==> config.mk <==
export PLATFORM = sky130hd
export DESIGN_NAME = counter_updown
export DESIGN_NICKNAME = d
export VERILOG_FILES = /design/src/rtl/counter_pkg.sv /design/src/rtl/counter_next_value.sv /design/src/rtl/counter_updown.sv
export SDC_FILE = /design/constraint.sdc
export NUM_CORES = 1
export LEC_CHECK = 0
export CAP_MARGIN = 10
export CORE_UTILIZATION = 47
export DETAILED_ROUTE_END_ITERATION = 10
export GPL_ROUTABILITY_DRIVEN = 0
export HOLD_SLACK_MARGIN = 0.05
export PLACE_DENSITY_LB_ADDON = 0.2
export SYNTH_ARGS = -nofsm -noshare
export SYNTH_HDL_FRONTEND = slang
export SYNTH_SLANG_ARGS = --single-unit
==> constraint.sdc <==
create_clock -name clk_i -period 2 [get_ports clk_i]
set_input_delay 0.4 -clock clk_i [delete_from_list [all_inputs] [get_ports clk_i]]
set_output_delay 0.4 -clock clk_i [all_outputs]
set_load 0.05 [all_outputs]
==> src/rtl/counter_pkg.sv <==
// Shared types for the up/down counter family.
package counter_pkg;

    typedef enum logic [1:0] {
        OP_HOLD = 2'b00,
        OP_UP   = 2'b01,
        OP_DOWN = 2'b10,
        OP_LOAD = 2'b11
    } op_t;

endpackage : counter_pkg

==> src/rtl/counter_next_value.sv <==
// Next-state and wrap computation for the up/down counter; purely combinational.
module counter_next_value
    import counter_pkg::*;
#(
    parameter int WORD_WIDTH = 8,
    parameter int MAX_VALUE  = 2**WORD_WIDTH-1
) (
    input  logic [WORD_WIDTH-1:0] cur_val,
    input  op_t                   op,
    input  logic                  sat,
    input  logic [WORD_WIDTH-1:0] load_val,
    output logic [WORD_WIDTH-1:0] next_val,
    output logic                  wrap
);

    localparam logic [WORD_WIDTH-1:0] MAX_C  = WORD_WIDTH'(MAX_VALUE);
    localparam logic [WORD_WIDTH-1:0] ZERO_C = '0;
    localparam logic [WORD_WIDTH-1:0] ONE_C  = WORD_WIDTH'(1);

    // Select the next counter value and flag a wrap at either range end
    always_comb begin
        next_val = cur_val;
        wrap     = 1'b0;
        case (op)
            OP_HOLD: begin
                next_val = cur_val;
            end
            OP_UP: begin
                if (cur_val == MAX_C) begin
                    if (sat) begin
                        next_val = cur_val;
                    end else begin
                        next_val = ZERO_C;
                        wrap     = 1'b1;
                    end
                end else begin
                    next_val = cur_val + ONE_C;
                end
            end
            OP_DOWN: begin
                if (cur_val == ZERO_C) begin
                    if (sat) begin
                        next_val = cur_val;
                    end else begin
                        next_val = MAX_C;
                        wrap     = 1'b1;
                    end
                end else begin
                    next_val = cur_val - ONE_C;
                end
            end
            OP_LOAD: begin
                // Loads above the range clamp so d_o can never leave 0..MAX_VALUE
                if (load_val > MAX_C) begin
                    next_val = MAX_C;
                end else begin
                    next_val = load_val;
                end
            end
            default: begin
                next_val = cur_val;
                wrap     = 1'b0;
            end
        endcase
    end

endmodule : counter_next_value

==> src/rtl/counter_updown.sv <==
// Up/down counter with programmable modulus, load, hold and wrap/saturate mode.
// wrap_o is registered so a following stage can use it directly as its enable.
module counter_updown
    import counter_pkg::*;
#(
    parameter int WORD_WIDTH = 8,
    parameter int MAX_VALUE  = 2**WORD_WIDTH-1
) (
    input  logic                  clk_i,
    input  logic                  arst_ni,
    input  logic                  en_i,
    input  op_t                   op_i,
    input  logic                  sat_i,
    input  logic [WORD_WIDTH-1:0] d_i,
    output logic [WORD_WIDTH-1:0] d_o,
    output logic                  will_overflow_o,
    output logic                  will_underflow_o,
    output logic                  wrap_o
);

    localparam logic [WORD_WIDTH-1:0] MAX_C  = WORD_WIDTH'(MAX_VALUE);
    localparam logic [WORD_WIDTH-1:0] ZERO_C = '0;

    logic [WORD_WIDTH-1:0] d_r;
    logic                  wrap_r;
    logic [WORD_WIDTH-1:0] next_s;
    logic                  wrap_s;

    counter_next_value #(
        .WORD_WIDTH (WORD_WIDTH),
        .MAX_VALUE  (MAX_VALUE)
    ) u_next (
        .cur_val  (d_r),
        .op       (op_i),
        .sat      (sat_i),
        .load_val (d_i),
        .next_val (next_s),
        .wrap     (wrap_s)
    );

    // Counter state and wrap pulse; a disabled edge keeps the value and clears the pulse
    always_ff @(posedge clk_i or negedge arst_ni) begin
        if (!arst_ni) begin
            d_r    <= ZERO_C;
            wrap_r <= 1'b0;
        end else if (en_i) begin
            d_r    <= next_s;
            wrap_r <= wrap_s;
        end else begin
            d_r    <= d_r;
            wrap_r <= 1'b0;
        end
    end

    assign d_o              = d_r;
    assign wrap_o           = wrap_r;
    assign will_overflow_o  = (d_r == MAX_C);
    assign will_underflow_o = (d_r == ZERO_C);

endmodule : counter_updown

==> results.yml <==
die:
  dieArea_mm2: 0.00215
  rows: 15
  fp.dieH_um: 46.3
  initial_core_util_pct: 51.8
  dieWidth_um: 46.3
  io_pins: 25
  core_mm2: 0.00178
setup_path:
  end_kind: "primary output"
  cp_max_fo: 3
  crit_type: "reg -> out"
  crit_arrival_ns: 1.59
  startpoint_type: "register"
  cp.required_ns: 1.60
  cp-startpoint: "d_o[0]"
  worstReg2RegStart: "d_o[1]"
power:
  leakagePower_nw: 0.610
  cellPowerDensity_mw_per_mm2: 1140
  ir_drop_uv: 873
sta:
  drv_slew: 0
  tightest_slew_ns: 0.503
  rsz0062_at_grt: "yes"
  setup_viol: 0
  fin_crit_ns: 1.99
  whs_ns: 0.436
  clock.fmax_mhz: 503
  clock_skew_ns: 0.00147
  period_share_pct: 99.4
  max-slew-margin-rel_pct: 66.4
  hold_violations: 0
clock_network:
  htree_levels: 1
  cts.path.max_buffers: 2
  clock_sinks: 9
  cts_root_buf: "clkbuf_4"
  cts_tree: "done"
  cts_made_buffers: 3
  clk_pin_slew_ns: 0.07
  clk_latency_ns: 0.28
cells_and_area:
  areaGrowthSynthToFinish_pct: 48.6
  final_common_cell: "buf_4"
  fin_area_mm2: 0.00137
  nets: 167
  drive_above_1_share_pct: 32.2
  antenna_cells: 0
  final_cell_mix: "26 x buf_4, 14 x clkdlybuf4s50_1, 10 x nand2_1"
detailed_routing:
  drt_iter0_markers: 85
  dr_total_vias: 1038
  wl_per_cell_um: 16.8
  first_pass_iters: 4
  drc_errors: 0
  final_antenna_net_count: 0
  routed_wl_mm: 2.87
  vias_per_cell: 6.07
grt:
  grt_pass1_vias: 937
  grt_max_degree: 12
  grt_pass1_wl_mm: 4.18
  antenna_found_initial: 0
  track_usage_pct: 28.4
  grt_overflow_total: 0
min_path:
  hp-class: "in -> async"
synth:
  synth-edff-count: 0
  synth_flop_cell: "dfrtp_1"
  synth_fa_ha_area_share_pct: 8.13
  ys_ff_latch: 9
  synth.avg_cell_area_um2: 8.71
  synth-simple-area-share_pct: 29.0
  synth_top_family_by_area: "simple AND/OR/NAND/NOR gates"
  yosysUniqueCellTypes: 50
  ys_seq_area_share_pct: 24.4
  synth_compound_area_share_pct: 24.9
  muxShareOfSynthArea_pct: 1.08
  synthXorXnorAreaFrac_pct: 4.74
  synthArstFlopShare_pct: 100
  netlist_area_um2: 923
  ys_warn_count: 0
  syn_inst: 106
  syn_nets: 126
run:
  drv_cap: 0
place:
  place_area_mm2: 0.00126
  dp_hpwl_mm: 1.94
  port_buffers: 24
run_status:
  status: "finished, final reports clean"
## flip-flops by register name (all words and copies together), names as in the netlist
| name | cells |
|---|---|
| d_o | 8 |
| wrap_o | 1 |
## where the power goes
part	switching [mW]	internal (mW)
clock network	0.0827	0.0776
logic	0.593	0.443
registers	0.116	0.248
total	0.791	0.769
## kinds of logic (layout without fill, tap and decap cells)
kind of cell,after synthesis,in the layout
compound gates,27,27
xor+xnor,5,5
fa+ha+maj,6,6
buf+inv,14,54
flops,9,9
mux,1,1
simple gates,44,44
## per-stage QoR
stage	power (mW)	utilization (%)	std cells	setup TNS, ns	setup slack (ns)
2_1_floorplan	0.977	-	106	0	0.0316
3_3_place_gp	1.23	70.5	160	-0.368	-0.0870
6_report	1.56	77.0	171	0	0.0111
5_1_grt	1.64	77.0	171	-0.0275	-0.0231
4_1_cts	1.46	74.3	168	0	0.00643
3_5_place_dp	1.24	70.5	160	-0.865	-0.207
## per-layer routing
metal	vias to the layer above	part of all wire [%]	wire, um	GRT usage (%)
li1	477	-	-	-
met1	473	40	1150	35.8
met2	79	46	1320	44.7
met3	9	11	319	5.10
met4	0	2.4	70	15.9
met5	-	0	0	0
## repair_timing
action | CTS | global route
setup buffers | 4 | 3
gates resized for setup | 5 | 4
pin swaps | 0 | 1
hold buffers | 0 | 0
endpoints found under the setup margin | 1 | 5
## cell usage after synthesis (all sizes together), types with 3 or more instances
master / instances / area share [%]
inv: 6 / 2.4
ha: 6 / 8.1
nand3: 7 / 3.8
a21oi: 3 / 1.6
buf: 5 / 3.8
nand2: 11 / 5.3
clkbuf: 3 / 1.5
o2bb2ai: 5 / 4.7
nor3: 4 / 2.7
and4: 3 / 3.1
dfrtp: 9 / 24
xnor2: 3 / 2.8
a221oi: 3 / 2.8
nor2: 4 / 1.6
and3: 3 / 2.0
## final cells by class
| cell class | count | area [um^2] |
|---|---|---|
| multi-input cells | 83 | 663 |
| fillers | 123 | 410 |
| repair buffers | 44 | 400 |
| flip-flops and latches | 9 | 229 |
| well taps | 25 | 31.3 |
| clock buffers | 4 | 26.3 |
| inverters | 6 | 22.5 |
## critical path, stage by stage (launching register included)
cell and delay, ns:
dfrtp_2 0.45, ha_4 0.17, and4_4 0.19, and2_4 0.16, and3_4 0.19, buf_12 0.14
## final timing paths
check,cells past startpoint,to,slack [ns]
max in group asynchronous,1,d_o[1],1.21
setup reg to reg,6,d_o[5],0.16
min in group clk_i,1,d_o[2],0.63
setup / recovery,5,will_overflow_o,0.01
hold reg to reg,1,d_o[2],0.63
hold / removal,1,d_o[4],0.44
No activity file was read; power rests on OpenSTA's default activity.
